===== config.mk =====
export PLATFORM = sky130hd
export DESIGN_NAME = sseg_sched_flat
export DESIGN_NICKNAME = d
export VERILOG_FILES = /design/src/rtl/sseg_pkg.sv /design/src/rtl/sseg_sched_if.sv /design/src/rtl/sseg_scan_timer.sv /design/src/rtl/sseg_sched.sv /design/src/flat_wrapper.sv
export SDC_FILE = /design/constraint.sdc
export NUM_CORES = 1
export LEC_CHECK = 0
export ABC_AREA = 1
export BUFFER_PORTS_ARGS = -buffer_cell sky130_fd_sc_hd__clkbuf_2
export CAP_MARGIN = 30
export CORE_UTILIZATION = 35
export DETAILED_ROUTE_END_ITERATION = 8
export RECOVER_POWER = 100
export SLEW_MARGIN = 20
export SYNTH_ARGS = -nofsm -noshare
export SYNTH_HDL_FRONTEND = slang
export SYNTH_HIERARCHICAL = 1
export SYNTH_SLANG_ARGS = --single-unit

===== constraint.sdc =====
create_clock -name clk -period 2.6 [get_ports clk]
set_input_delay 0.52 -clock clk [delete_from_list [all_inputs] [get_ports clk]]
set_output_delay 0.52 -clock clk [all_outputs]
set_load 0.02 [all_outputs]

===== src/rtl/sseg_pkg.sv =====
// Shared types and sizes for the seven-segment display scheduler.
package sseg_pkg;
  localparam int NUM_DIGITS = 4;
  localparam int NIBBLE_W   = 4;
  localparam int IDX_W      = $clog2(NUM_DIGITS);

  typedef enum logic [1:0] {
    OWN_A = 2'd0,
    OWN_B = 2'd1,
    GUARD = 2'd2
  } sched_state_e;

  function automatic logic [NUM_DIGITS-1:0] anode_onehot_n(input logic [IDX_W-1:0] idx);
    return ~(NUM_DIGITS'(1) << idx);
  endfunction
endpackage


===== src/rtl/sseg_sched_if.sv =====
// Requester and display-side signals of the scheduler; slave = scheduler, master = its environment.
interface sseg_sched_if;
  import sseg_pkg::*;

  logic [NUM_DIGITS*NIBBLE_W-1:0] a_digits;
  logic                           b_req;
  logic [NUM_DIGITS*NIBBLE_W-1:0] b_digits;
  logic                           b_grant;
  logic                           b_done;
  logic                           owner;
  logic [NUM_DIGITS-1:0]          an_sel;
  logic [NIBBLE_W-1:0]            char_sel;

  modport master (
    output a_digits, b_req, b_digits,
    input  b_grant, b_done, owner, an_sel, char_sel
  );

  modport slave (
    input  a_digits, b_req, b_digits,
    output b_grant, b_done, owner, an_sel, char_sel
  );
endinterface


===== src/rtl/sseg_scan_timer.sv =====
// Digit-slot prescaler and digit index; flags the tick that starts a new frame.
module sseg_scan_timer
  import sseg_pkg::*;
#(
  parameter int SCAN_DIV = 100000
) (
  input  logic             clk,
  input  logic             rst,
  output logic             tick_o,
  output logic [IDX_W-1:0] idx_nxt_o,
  output logic             frame_o
);
  localparam int PW = (SCAN_DIV > 1) ? $clog2(SCAN_DIV) : 1;

  logic [PW-1:0]    presc_q, presc_d;
  logic [IDX_W-1:0] idx_q, idx_d;

  assign tick_o    = (presc_q == PW'(SCAN_DIV - 1));
  assign idx_nxt_o = idx_q + 1'b1;
  assign frame_o   = tick_o && (idx_q == IDX_W'(NUM_DIGITS - 1));

  always_comb begin
    presc_d = tick_o ? '0 : presc_q + 1'b1;
    idx_d   = tick_o ? idx_nxt_o : idx_q;
  end

  // Index resets to the last digit so the first tick opens a frame at digit 0.
  always_ff @(posedge clk) begin
    if (rst) begin
      presc_q <= '0;
      idx_q   <= IDX_W'(NUM_DIGITS - 1);
    end else begin
      presc_q <= presc_d;
      idx_q   <= idx_d;
    end
  end
endmodule


===== src/rtl/sseg_sched.sv =====
// Display ownership scheduler: A owns by default, B borrows whole frames with a hold limit and a guard.
//   state | meaning
//   OWN_A | A's value shown; a B request is honoured at the next frame boundary
//   OWN_B | B's value shown; hold counter counts remaining frames
//   GUARD | A's value shown; B requests ignored until the guard counter expires
module sseg_sched
  import sseg_pkg::*;
#(
  parameter int SCAN_DIV     = 100000,
  parameter int HOLD_FRAMES  = 250,
  parameter int GUARD_FRAMES = 125
) (
  input logic         clk,
  input logic         rst,
  sseg_sched_if.slave bus
);
  localparam int CNT_MAX = (HOLD_FRAMES > GUARD_FRAMES) ? HOLD_FRAMES : GUARD_FRAMES;
  localparam int CNT_W   = (CNT_MAX > 1) ? $clog2(CNT_MAX) : 1;
  localparam int FRAME_W = NUM_DIGITS * NIBBLE_W;

  logic             tick;
  logic             frame;
  logic [IDX_W-1:0] idx_nxt;

  sseg_scan_timer #(.SCAN_DIV(SCAN_DIV)) u_timer (
    .clk       (clk),
    .rst       (rst),
    .tick_o    (tick),
    .idx_nxt_o (idx_nxt),
    .frame_o   (frame)
  );

  sched_state_e          state_q, state_d;
  logic [CNT_W-1:0]      cnt_q, cnt_d;
  logic [FRAME_W-1:0]    fbuf_q, fbuf_d;
  logic [NUM_DIGITS-1:0] an_q, an_d;
  logic [NIBBLE_W-1:0]   char_q, char_d;
  logic                  done_q, done_d;

  always_comb begin
    state_d = state_q;
    cnt_d   = cnt_q;
    fbuf_d  = fbuf_q;
    an_d    = an_q;
    char_d  = char_q;
    done_d  = 1'b0;

    if (frame) begin
      unique case (state_q)
        OWN_A: begin
          if (bus.b_req) begin
            state_d = OWN_B;
            cnt_d   = CNT_W'(HOLD_FRAMES - 1);
          end
        end
        OWN_B: begin
          // A request drop and hold expiry at the same boundary take one exit path.
          if (!bus.b_req || cnt_q == '0) begin
            state_d = GUARD;
            cnt_d   = CNT_W'(GUARD_FRAMES - 1);
            done_d  = 1'b1;
          end else begin
            cnt_d = cnt_q - 1'b1;
          end
        end
        GUARD: begin
          if (cnt_q == '0) state_d = OWN_A;
          else             cnt_d   = cnt_q - 1'b1;
        end
        default: state_d = OWN_A;
      endcase
      fbuf_d = (state_d == OWN_B) ? bus.b_digits : bus.a_digits;
    end

    // fbuf_d already holds the new frame at a boundary, so digit 0 is never torn.
    if (tick) begin
      an_d   = anode_onehot_n(idx_nxt);
      char_d = fbuf_d[idx_nxt*NIBBLE_W +: NIBBLE_W];
    end
  end

  always_ff @(posedge clk) begin
    if (rst) begin
      state_q <= OWN_A;
      cnt_q   <= '0;
      fbuf_q  <= '0;
      an_q    <= '1;
      char_q  <= '0;
      done_q  <= 1'b0;
    end else begin
      state_q <= state_d;
      cnt_q   <= cnt_d;
      fbuf_q  <= fbuf_d;
      an_q    <= an_d;
      char_q  <= char_d;
      done_q  <= done_d;
    end
  end

  assign bus.b_grant  = (state_q == OWN_B);
  assign bus.owner    = (state_q == OWN_B);
  assign bus.b_done   = done_q;
  assign bus.an_sel   = an_q;
  assign bus.char_sel = char_q;
endmodule


===== src/flat_wrapper.sv =====
// flat-port wrapper written by rule: the top's interface ports become plain ports
module sseg_sched_flat import sseg_pkg::*;
#(
  parameter int SCAN_DIV     = 100000,
  parameter int HOLD_FRAMES  = 250,
  parameter int GUARD_FRAMES = 125
)
  (clk, rst, bus_a_digits, bus_b_req, bus_b_digits, bus_b_grant, bus_b_done, bus_owner, bus_an_sel, bus_char_sel);
  sseg_sched_if bus_i ();
  input logic clk;
  input logic rst;
  input wire logic [$bits(bus_i.a_digits)-1:0] bus_a_digits;
  input wire logic [$bits(bus_i.b_req)-1:0] bus_b_req;
  input wire logic [$bits(bus_i.b_digits)-1:0] bus_b_digits;
  output wire logic [$bits(bus_i.b_grant)-1:0] bus_b_grant;
  output wire logic [$bits(bus_i.b_done)-1:0] bus_b_done;
  output wire logic [$bits(bus_i.owner)-1:0] bus_owner;
  output wire logic [$bits(bus_i.an_sel)-1:0] bus_an_sel;
  output wire logic [$bits(bus_i.char_sel)-1:0] bus_char_sel;
  assign bus_i.a_digits = bus_a_digits;
  assign bus_i.b_req = bus_b_req;
  assign bus_i.b_digits = bus_b_digits;
  assign bus_b_grant = bus_i.b_grant;
  assign bus_b_done = bus_i.b_done;
  assign bus_owner = bus_i.owner;
  assign bus_an_sel = bus_i.an_sel;
  assign bus_char_sel = bus_i.char_sel;
  sseg_sched #(.SCAN_DIV(SCAN_DIV), .HOLD_FRAMES(HOLD_FRAMES), .GUARD_FRAMES(GUARD_FRAMES)) u_core (.clk(clk), .rst(rst), .bus(bus_i));
endmodule

# After elaboration in Yosys (flattened, before gate mapping)
# Index checks and enable logic that the tools add are counted.
[word_totals]
elab_cells = 44
reg_bits = 54
input_bits = 35
out_inout_bits = 11
[op_classes]
n_mux = 12
n_reduce_logical = 9
n_shift = 2
n_eq_ne = 7
n_bitwise = 3
addsub = 3
[ops]
columns = ["operator", "count"]
rows = [
  ["$mux W16", 2],
  ["$mux W8", 3],
  ["$pmux W8 S3", 1],
  ["$add A17 B1 Y17 const B", 1],
  ["$eq A17 B17 Y1 const B", 1],
  ["$shiftx A16 B5 Y4", 1],
  ["$logic_not A8 Y1", 1],
  ["$mux W2", 4],
  ["$sub A8 B1 Y8 const B", 1],
  ["$pmux W2 S3", 1],
  ["$eq A2 B1 Y1 const B", 2],
  ["$eq A2 B2 Y1 const B", 2],
  ["$ne A2 B2 Y1 const B", 2],
  ["$not A4 Y4", 1],
  ["$reduce_and A4 Y1", 1],
  ["$shl A1 B2 Y4 const A", 1],
  ["$reduce_bool A3 Y1", 1],
  ["$reduce_or A3 Y1", 1],
  ["$add A2 B1 Y2 const B", 1],
  ["$logic_not A2 Y1", 1],
  ["$not A1 Y1", 2],
  ["$reduce_or A2 Y1", 1],
  ["$logic_and A1 B1 Y1", 1],
  ["$logic_not A1 Y1", 1],
  ["2 further kinds", 2],
]

# Longest topological paths before layout
# Gate-level depths: netlist of the first run.
[depth]
ltp_word = 9
ltp_mapped = 16
ltp_nobuf = 16

# Modules after synthesis
# The synthesis of the first run kept the hierarchy.
[modules_own_cells]
columns = ["mod", "cells_per_inst", "area_each_um2", "instances", "seq_area_each_um2"]
rows = [
  ["sseg_sched", 306, 2060.7, 1, 700.7],
  ["sseg_scan_timer", 154, 1073.5, 1, 380.4],
]

# Worst setup path before layout of the first run
# Ideal clock, no wire load.
[synth_timing]
path_type = "reg2reg"
start = "reg u_core.u_timer.presc_q[0]"
end = "reg u_core.cnt_q[1]"
period_less_slack_ns = 2.217
setup_time_ns = 0.070
path_stages_with_launch = 13
required_time_ns = 2.530
slack_ns = 0.383
arrival_time_ns = 2.146
n_path_buf = 1
path_cell_list = "dfxtp_1 -> ha_1 -> nand3_2 -> inv_2 -> nand3_4 -> nor2_1 -> buf_2 -> inv_1 -> nor3_2 -> inv_1 -> nor2_1 -> nand3b_1 -> a21oi_1"
[synth_between]
elab_chain_cells = 3
[synth_lines]
columns = ["item", "line_no", "rtl"]
rows = [
  ["start, declared", "sseg_scan_timer.sv:15", "logic [PW-1:0] presc_q, presc_d;"],
  ["start signal, assigned", "sseg_scan_timer.sv:33", "presc_q <= presc_d;"],
  ["$eq A17 B17 Y1", "sseg_scan_timer.sv:18", "assign tick_o = (presc_q == PW'(SCAN_DIV - 1));"],
  ["$logic_and A1 B1 Y1", "sseg_scan_timer.sv:20", "assign frame_o = tick_o && (idx_q == IDX_W'(NUM_DIGITS - 1));"],
  ["net u_core.frame", "sseg_sched.sv:22", "logic frame;"],
  ["$reduce_and A4 Y1 (no source line)", "-", ""],
  ["end signal, assigned", "sseg_sched.sv:92", "cnt_q <= cnt_d;"],
  ["end, declared", "sseg_sched.sv:34", "logic [CNT_W-1:0] cnt_q, cnt_d;"],
]
# The timed path passes the listed nets, and every way through them passes these cells.
# A chain may end at the register's enable or synchronous reset.

# Final worst setup path of the first run
[layout_timing]
start = "reg u_core.state_q[0]"
end = "reg u_core.char_q[1], in the netlist u_core/bus.char_sel[1]"
[layout_between]
elab_chain_cells = 7
word_cells_on_any_way = 12
cone_classes = "eq/ne (3); shift (1); mux (7); reduce/logical (1)"
[layout_lines]
columns = ["item", "line_no", "rtl"]
rows = [
  ["start, declared", "sseg_sched.sv:33", "sched_state_e state_q, state_d;"],
  ["start signal, assigned", "sseg_sched.sv:91", "state_q <= state_d;"],
  ["$eq A2 B2 Y1, or another cell as far along", "sseg_sched.sv:49", "unique case (state_q)"],
  ["$pmux W2 S3 (*)", "sseg_sched.sv:49", ""],
  ["$mux W2 (*)", "sseg_sched.sv:48", "if (frame) begin"],
  ["$eq A2 B1 Y1 (*)", "sseg_sched.sv:72", "fbuf_d = (state_d == OWN_B) ? bus.b_digits : bus.a_digits;"],
  ["$mux W16 (*)", "sseg_sched.sv:72", ""],
  ["$mux W16 (*)", "sseg_sched.sv:48", ""],
  ["$shiftx A16 B5 Y4 (*)", "sseg_sched.sv:78", "char_d = fbuf_d[idx_nxt*NIBBLE_W +: NIBBLE_W];"],
  ["end signal, assigned", "sseg_sched.sv:95", "char_q <= char_d;"],
  ["end, declared", "sseg_sched.sv:37", "logic [NIBBLE_W-1:0] char_q, char_d;"],
]
# Every way passes the cells marked *; elsewhere a longest branch is shown, timed or not. The select of a mux whose other input is x is not followed.

==> results of run 1 <==
-- where the power goes --
part	leakage [µW]	total (µW)	switching, µW	internal [µW]
combinational	0.00117	90.5	51.6	38.8
sequential	0.000436	835	4.42	830
clock	0.0000544	525	281	245
total	0.00166	1450	337	1110
-- cell type report --
type,instances,share of cell area [%]
Clock buffer,7,2.736
Clock inverter,1,0.2488
Inverter,66,7.036
Multi-Input combinational cell,326,48.44
Sequential cell,54,30.70
Tap cell,108,3.838
Timing Repair Buffer,50,7.001
-- registers in the layout, indices dropped and copies added (netlist names) --
name and flops:
u_core/u_timer/presc_q 17, u_core/fbuf_q 16, u_core/cnt_q 8, u_core/bus.an_sel 4, u_core/bus.char_sel 4, u_core/state_q 2, u_core/u_timer/idx_q 2, u_core/bus.b_done 1
-- cells in the final DEF (no fill, tap or decap), drive strengths merged --
cell,synthesis,final
a211oi,1,1
a21oi,36,36
a221oi,3,3
and3,1,1
buf,8,4
clkbuf,6,53
clkinv,1,2
dfxtp,54,54
ha,7,7
inv,65,65
nand2,129,129
nand3,45,45
nand3b,6,6
nand4,7,7
nor2,51,51
nor3,4,4
o211ai,1,1
o21a,1,1
o21ai,18,18
o221ai,1,1
o31ai,1,1
or2,4,4
xnor2,3,3
xor2,7,7
-- metal layers --
metal	track usage, %	vias up	wire (µm)	part of all wire (%)
li1	-	1546	-	-
met3	2.457	5	258	3.7
met4	3.444	0	55	0.78
met1	21.50	1313	3543	50
met5	0	-	0	0
met2	25.89	53	3185	45
-- worst reg2reg max path, cell delays in order, from the launching register on --
cell	delay (ns)
dfxtp_1	0.35
inv_1	0.12
ha_1	0.25
inv_1	0.06
nor2_1	0.19
nor2_1	0.07
a21oi_1	0.24
nand2_4	0.19
nand2_4	0.23
nand2_1	0.07
nand3_1	0.09
nand2_1	0.09
nand2_1	0.06
nand3_1	0.08
nor2_1	0.11
nor2_1	0.05
-- kinds of logic after synthesis --
kind of cell	after synthesis
buf+inv	80
simple gates	247
compound gates	62
xor+xnor	10
fa+ha+maj	7
flops	54
-- worst paths after layout --
| path | start | endpoint | slack [ns] | cells after the start |
|---|---|---|---|---|
| worst max register to register | u_core/state_q[0]$_SDFFE_PP0P_ | u_core/bus.char_sel[1]$_SDFFE_PP0P_ | 0.24 | 15 |
| worst min register to register | u_core/u_timer/idx_q[1]$_SDFFE_PP1N_ | u_core/u_timer/idx_q[1]$_SDFFE_PP1N_ | 0.47 | 2 |
| worst min-delay path | u_core/u_timer/idx_q[1]$_SDFFE_PP1N_ | u_core/u_timer/idx_q[1]$_SDFFE_PP1N_ | 0.47 | 2 |
| worst max-delay path | u_core/state_q[0]$_SDFFE_PP0P_ | u_core/bus.char_sel[1]$_SDFFE_PP0P_ | 0.24 | 15 |
-- metrics by stage --
step	cells	total power, µW
finish	612	1451
global route	612	1509
CTS	612	1473
detailed placement	604	946.3
global placement	604	944.8
floorplan	460	914.0
==> results.cfg, run 1 <==
[route]
drt-pass1-iter-count = 4
first_iter_violations = 85
wl_per_cell_um = 11.51
totalWireLength_mm = 7.042
ant_nets = 0
vias = 2917
avgViaCountPerCell = 4.766
drc_errors = 0

[cells_and_area]
post-route-util_pct = 40.57
antenna_cells = 0
n_fill_cell = 972
final_nets = 545
area_growth_pct = 12.34
multiInputGateArea_mm2 = 0.001705
final-seq-area_mm2 = 0.001081
fin_area_mm2 = 0.003521
drive_gt1_share_pct = 16.87

[synthesis]
synth_nets = 502
yosysTopAreaCell = dfxtp_1
ys_seq_elements = 54
ys_seq_area_share_pct = 34.49
synth_top_family_by_area = simple AND/OR/NAND/NOR gates
synth_flop_cell = dfxtp_1
synth_area_mm2 = 0.003134
ys_types = 41
synthSimpleGateAreaFrac_pct = 38.08
synthMuxAreaShare_pct = 0
synth_compound_gate_area_share_pct = 11.18
synth_top_area_share_pct = 34.49
synthCells = 460
synth_warnings = 6
yosysMostFrequentCell = nand2_1
syn_avg_cell_area_um2 = 6.814
synth.area.top_cells = dfxtp_1 (34%), nand2_1 (14%), inv_1 (7.5%)
synthTopCellsByCount = nand2_1 (117), inv_1 (63), dfxtp_1 (54)
synth_adder_area_share_pct = 2.794
synth-xor-area-share_pct = 2.794
synthArstFlopShare_pct = 0
synth_edf_count = 0

[sta]
worst_pin_slew_ns = 0.7882
setup_viol = 0
hold_violations = 0
fin_crit_sh_pct = 90.73
drv_slew = 0
tns_ns = 0
relSlewSlack_pct = 47.32
fin_crit_ns = 2.359
finalClockSkew_ns = 0.008639
layout_setup_ws_ns = 0.2410
fmax_ghz = 0.4239
hold_ws_ns = 0.4725
rsz0062_at_grt = no

[clock_tree]
cts_tree = yes
insertion_delay_ns = 0.30
htree_levels = 2
post_cts_resized = 0
path_clk_slew_ns = 0.10
cts_hold_buf = 0
cts_buffers = 5
cts.path.max_buffers = 2
clock-sinks = 54
post-cts-setup-buffer-count = 0
cts_root_buf = clkbuf_8

[floorplanning]
die-width_um = 96.63
core_mm2 = 0.008678
die_y_um = 96.63
rows = 34
initial_utilization_pct = 36.12
design.die.area_mm2 = 0.009337
io_pins = 46

[job]
maxCapViolations = 0

[setup_path]
path_delay_family = simple AND/OR/NAND/NOR gates
crit_path_end_kind = flip-flop
worstPathMaxFanout = 18
cp_common_cell = nor2_1
required_ns = 2.81
cpMaxStageDelayCell = dfxtp_1
crit_chain = inv_1 > ha_1 > inv_1 > nor2_1 > nor2_1 > a21oi_1 > nand2_4 > nand2_4 > nand2_1 > nand3_1 > nand2_1 > nand2_1 > nand3_1 > nor2_1 > nor2_1
critical-path-max-stage-delay_ns = 0.35
crit_buf_inv = 2
path_class = reg -> reg
cp-start-kind = flip-flop
worstPathArrival_ns = 2.57

[status]
status = complete, no violations

[global_routing]
gr-usage-all-layers_pct = 15.67
grt_max_degree = 27
grt_pass1_wl_mm = 12.29
gr-total-overflow = 0
antenna_found_initial = 0
grt_pass1_vias = 2720

[placement]
post-place-ws_ns = 0.2688
hpwl_mm = 5.417
placedInstanceArea_mm2 = 0.003446
place_congestion = 0.8256
portBuffers = 45

[min_path]
hold_path.class = reg -> reg

[power_and_ir_drop]
vdd_drop_max_v = 0.0002752
leakage_uw = 0.001660
p_per_area_mw_per_mm2 = 412.1
No activity file was read; power rests on OpenSTA's default activity.
==> run 2: changes to the inputs <==
CTS_BUF_LIST = sky130_fd_sc_hd__clkbuf_8 sky130_fd_sc_hd__clkbuf_16   (was unset)
SYNTH_HIERARCHICAL = unset   (was 1)
==> run 2 against run 1 <==
The run now ends with design-rule violations left. Count of clock-buffer cells in the layout down 2. Critical path depth fell by 4. Sequential share of layout area is 1.7 points higher. Setup slack improved by 0.10 ns. Register-to-register slack better by 0.10 ns. Area after synthesis down 3.9%. Power is 4.7% lower. Global-route usage up 0.18 points. Critical path type unchanged. Critical endpoint is now u_core.bus.char_sel[0]$_SDFFE_PP0P_. Synthesized cell count shrank 11%. Sequential power hardly changed.
==> results.cfg, run 2 <==
[power_and_ir_drop]
p_per_area_mw_per_mm2 = 415.2
power_uw = 1383
p_seq_share_pct = 60.2
intPower_uw = 1052
combPwrFrac_pct = 6.4
vdd_drop_max_v = 0.0002125
p_sw_uw = 331.7
netSwitchingFraction_pct = 23.98
p_clk_share_pct = 33.3
leakage_uw = 0.001462

[floorplanning]
io_pins = 46
die_y_um = 94.78
core_mm2 = 0.008258
initial_utilization_pct = 36.48
rows = 33
die-width_um = 94.78
design.die.area_mm2 = 0.008983

[setup_path]
worstPathMaxFanout = 19
path_class = reg -> reg
cp_common_cell = nand3_1
crit_path_end_kind = flip-flop
ff2ff_path_depth = 11
crit_chain = nor2_1 > nand3_1 > nor4_4 > nand3_1 > clkinvlp_2 > nand2_4 > a21oi_1 > nand2_1 > nand3_1 > nand3_1 > a21oi_1
required_ns = 2.84
cpMaxStageDelayCell = dfxtp_1
critical-path-max-stage-delay_ns = 0.36
cp-start-kind = flip-flop
worstPathArrival_ns = 2.50

[route]
first_iter_violations = 95
wl_per_cell_um = 11.82
totalWireLength_mm = 6.571
drc_errors = 1
avgViaCountPerCell = 4.824
drt-pass1-iter-count = 8
ant_nets = 0
vias = 2682

[synthesis]
synthArstFlopShare_pct = 0
synth_top_area_share_pct = 35.88
ys_seq_area_share_pct = 35.88
synth_nets = 453
synth_area_mm2 = 0.003013
synth_warnings = 0
synth_flop_cell = dfxtp_1
ys_seq_elements = 54
yosysMostFrequentCell = nand2_1
synthTopCellsByCount = nand2_1 (70), inv_1 (56), nand3_1 (56)
ys_types = 43
synthCells = 408
synth_edf_count = 0
yosysTopAreaCell = dfxtp_1
syn_avg_cell_area_um2 = 7.385
synth.area.top_cells = dfxtp_1 (36%), nand3_1 (9.3%), nand2_1 (8.7%)

[clock_tree]
cts_hold_buf = 0
cts.path.max_buffers = 2
post-cts-setup-buffer-count = 0
htree_levels = 2
clock-sinks = 54
cts_buffers = 5
cts_tree = yes
path_clk_slew_ns = 0.10
cts_root_buf = clkbuf_8
insertion_delay_ns = 0.31
post_cts_resized = 0

[global_routing]
gr-total-overflow = 0
grt_max_degree = 26
gr-usage-all-layers_pct = 15.85
antenna_found_initial = 0
grt_pass1_wl_mm = 11.29
grt_pass1_vias = 2483

[sta]
hold_violations = 0
fmax_ghz = 0.4435
relSlewSlack_pct = 68.60
tns_ns = 0
setup_viol = 0
worst_pin_slew_ns = 0.4704
finalClockSkew_ns = 0.006787
fin_crit_ns = 2.255
drv_slew = 0
fin_crit_sh_pct = 86.73
rsz0062_at_grt = no

[cells_and_area]
largest_reg_flops = 17
top_register = u_core.u_timer.presc_q
layout_commonest_cell = nand2_1
final_nets = 496
final_cell_mix = nand2_1 (70), nand3_1 (59), inv_1 (57)
area_growth_pct = 10.59
antenna_cells = 0
instances_no_fill = 556
drive_gt1_share_pct = 15.96
largestRegisters = u_core.u_timer.presc_q: 17 flops, u_core.fbuf_q: 16 flops, u_core.cnt_q: 8 flops

[status]
status = complete, but fails checks
violations = design-rule violations

[placement]
place_congestion = 0.8214
hpwl_mm = 4.910
dpl.cell_count = 549
portBuffers = 45

[min_path]
hold_path.class = reg -> reg
holdPathStages = 1

[job]
maxCapViolations = 0
[run 2: cell type report]
class	instances	area (µm²)
clock buffer	5	68.82
inverter	63	237.7
multi-input combinational	278	1564
sequential	54	1081
tap	105	131.4
clock inverter	2	11.26
fill	883	4926
timing repair buffer	49	237.7
[run 2: per-stage QoR]
stage | cell area, µm² | setup WS [ns] | hold slack [ns] | util, %
floorplan | 3013 | 0.6366 | 0.4303 | -
global placement | 3319 | 0.4826 | 0.4470 | 40.20
detailed placement | 3319 | 0.4194 | 0.4561 | 40.20
CTS | 3400 | 0.4143 | 0.4801 | 41.17
global route | 3332 | 0.07274 | 0.4930 | 40.35
finish | 3332 | 0.3451 | 0.4728 | 40.35
[run 2: worst paths after layout]
path	to	slack, ns	start
hold / removal	u_core.u_timer.presc_q[0]$_SDFF_PP0_	0.47	u_core.u_timer.presc_q[0]$_SDFF_PP0_
setup / recovery	u_core.bus.char_sel[0]$_SDFFE_PP0P_	0.35	u_core.u_timer.presc_q[8]$_SDFF_PP0_
setup reg to reg	u_core.bus.char_sel[0]$_SDFFE_PP0P_	0.35	u_core.u_timer.presc_q[8]$_SDFF_PP0_
hold reg to reg	u_core.u_timer.presc_q[0]$_SDFF_PP0_	0.47	u_core.u_timer.presc_q[0]$_SDFF_PP0_
[run 2: cells by family (layout without fill, tap and decap cells)]
group                    after synthesis  count (layout)  synth area share, %
AO/OA/AOI/OAI                         72              72                13.58
XOR/XNOR                               5               5                1.454
buffers and inverters                 76             119                10.55
AND/OR/NAND/NOR                      191             191                34.39
adder cells (fa/ha/maj)               10              10                4.153
flip-flops                            54              54                35.88
[run 2: power groups by stage]
stage                     Sequential, µW  Clock, µW  Combinational [µW]
after floorplan                      852          0                53.2
after global placement               853          0                90.7
after detailed placement             853          0                91.1
after CTS                            833        480                91.4
after global routing                 834        505                 102
final                                833        461                89.0
[run 2: metal layers]
layer / part of all wire [%] / routed length [µm] / track usage [%] / up-vias
li1: - / - / - / 1429
met1: 51 / 3320 / 20.62 / 1189
met2: 44 / 2907 / 26.50 / 55
met3: 3.5 / 228 / 2.738 / 9
met4: 1.7 / 114 / 5.051 / 0
met5: 0 / 0 / 0 / -
[run 2: critical path, delay by kind of cell, from the launching register on]
kind | cells | cell delay [ns]
AOI/OAI and AO/OA | 2 | 0.29
buffers and inverters | 1 | 0.30
DFF | 1 | 0.36
and+or+nand+nor | 8 | 1.21
==> run 3: changes to the inputs <==
CTS_BUF_LIST = unset   (was sky130_fd_sc_hd__clkbuf_8 sky130_fd_sc_hd__clkbuf_16)
CTS_CLUSTER_DIAMETER = 60   (was unset)
==> run 3 against run 2 <==
The run still ends with design-rule violations left. Fmax is essentially flat. Non-clock buffer count unchanged. Setup slack barely moved. Critical path type unchanged. Critical endpoint unchanged.
==> results.cfg, run 3 (synthesis results as in run 2) <==
[power_and_ir_drop]
vdd_drop_max_v = 0.0002171
power_uw = 1387
leakage_uw = 0.001458
p_per_area_mw_per_mm2 = 416.3

[sta]
fmax_ghz = 0.4435
relSlewSlack_pct = 68.61
fin_crit_sh_pct = 86.72
tns_ns = 0
worst_pin_slew_ns = 0.4702
setup_viol = 0
hold_violations = 0
finalClockSkew_ns = 0.006787
rsz0062_at_grt = no
fin_crit_ns = 2.255
drv_slew = 0
hold_ws_ns = 0.4728

[clock_tree]
cts_buffers = 5
post_cts_resized = 0
post-cts-setup-buffer-count = 0
clock-sinks = 54
cts.path.max_buffers = 2
cts_tree = yes
htree_levels = 2
path_clk_slew_ns = 0.10
insertion_delay_ns = 0.31
cts_root_buf = clkbuf_8
cts_hold_buf = 0

[floorplanning]
design.die.area_mm2 = 0.008983
die-width_um = 94.78
io_pins = 46
core_mm2 = 0.008258
die_y_um = 94.78
initial_utilization_pct = 36.48
rows = 33

[setup_path]
path_class = reg -> reg
reg2reg_slack_ns = 0.35
crit_path_end_kind = flip-flop
worstPathArrival_ns = 2.50
cp-start-kind = flip-flop
worstPathMaxFanout = 19
required_ns = 2.84

[cells_and_area]
largest_reg_flops = 17
fin_area_mm2 = 0.003332
area_growth_pct = 10.59
final_cell_mix = nand2_1 (70), nand3_1 (59), inv_1 (56)
drive_gt1_share_pct = 15.96
final_nets = 496
top_register = u_core.u_timer.presc_q
largestRegisters = u_core.u_timer.presc_q: 17 flops, u_core.fbuf_q: 16 flops, u_core.cnt_q: 8 flops
layout_commonest_cell = nand2_1
antenna_cells = 0
n_fill_cell = 883

[placement]
placedInstanceArea_mm2 = 0.003319
portBuffers = 45
place_congestion = 0.8214
hpwl_mm = 4.910

[global_routing]
grt_pass1_vias = 2483
grt_max_degree = 26
grt_pass1_wl_mm = 11.29
antenna_found_initial = 0
gr-total-overflow = 0
gr-usage-all-layers_pct = 15.85

[route]
first_iter_violations = 95
ant_nets = 0
totalWireLength_mm = 6.571
drt-pass1-iter-count = 8
wl_per_cell_um = 11.82
avgViaCountPerCell = 4.824
drc_errors = 1
vias = 2682

[min_path]
hold_path.class = reg -> reg

[status]
violations = design-rule violations
status = complete, but fails checks

[job]
maxCapViolations = 0
run 3: changes by cell type in the layout (fill, tap and decap cells not counted):
cell and delta:
clkbuf_1 +1, inv_1 -1
run 3: critical path: stages (launching register included):
cell        delay, ns
dfxtp_1          0.36
nor2_1           0.12
nand3_1          0.11
nor4_4           0.21
nand3_1          0.33
clkinvlp_2       0.30
nand2_4          0.20
a21oi_1          0.17
nand2_1          0.09
nand3_1          0.07
nand3_1          0.08
a21oi_1          0.12
run 3: cell type report:
cell class	count	area (µm²)	area share [%]
Sequential cell	54	1081	32.44
Tap cell	105	131.4	3.943
Multi-Input combinational cell	278	1564	46.94
Inverter	63	237.7	7.135
Clock buffer	6	72.57	2.178
Timing Repair Buffer	49	237.7	7.135
Clock inverter	1	7.507	0.2253
run 3: final timing paths:
kind / to / from / cells after the start
setup reg to reg: u_core.bus.char_sel[0]$_SDFFE_PP0P_ / u_core.u_timer.presc_q[8]$_SDFF_PP0_ / 11
setup / recovery: u_core.bus.char_sel[0]$_SDFFE_PP0P_ / u_core.u_timer.presc_q[8]$_SDFF_PP0_ / 11
hold reg to reg: u_core.u_timer.presc_q[0]$_SDFF_PP0_ / u_core.u_timer.presc_q[0]$_SDFF_PP0_ / 1
hold / removal: u_core.u_timer.presc_q[0]$_SDFF_PP0_ / u_core.u_timer.presc_q[0]$_SDFF_PP0_ / 1
run 3: through the flow:
step | setup WS, ns | instances | utilization (%)
3_3_place_gp | 0.4826 | 549 | 40.20
4_1_cts | 0.4143 | 556 | 41.17
3_5_place_dp | 0.4194 | 549 | 40.20
6_report | 0.3452 | 556 | 40.35
5_1_grt | 0.07274 | 556 | 40.35
2_1_floorplan | 0.6366 | 408 | -
run 3: report_power, final:
group          total (µW)  switching [µW]  internal (µW)
combinational        89.0            49.7           39.3
sequential            833            2.96            830
clock                 465             279            186
total                1390             331           1060
run 3: per-layer routing:
layer  vias up  wire (µm)  share of wire [%]  track usage [%]
li1       1429          -                  -                -
met1      1189       3321                 51            20.62
met2        55       2907                 44            26.50
met3         9        228                3.5            2.738
met4         0        114                1.7            5.051
met5         -          0                  0                0
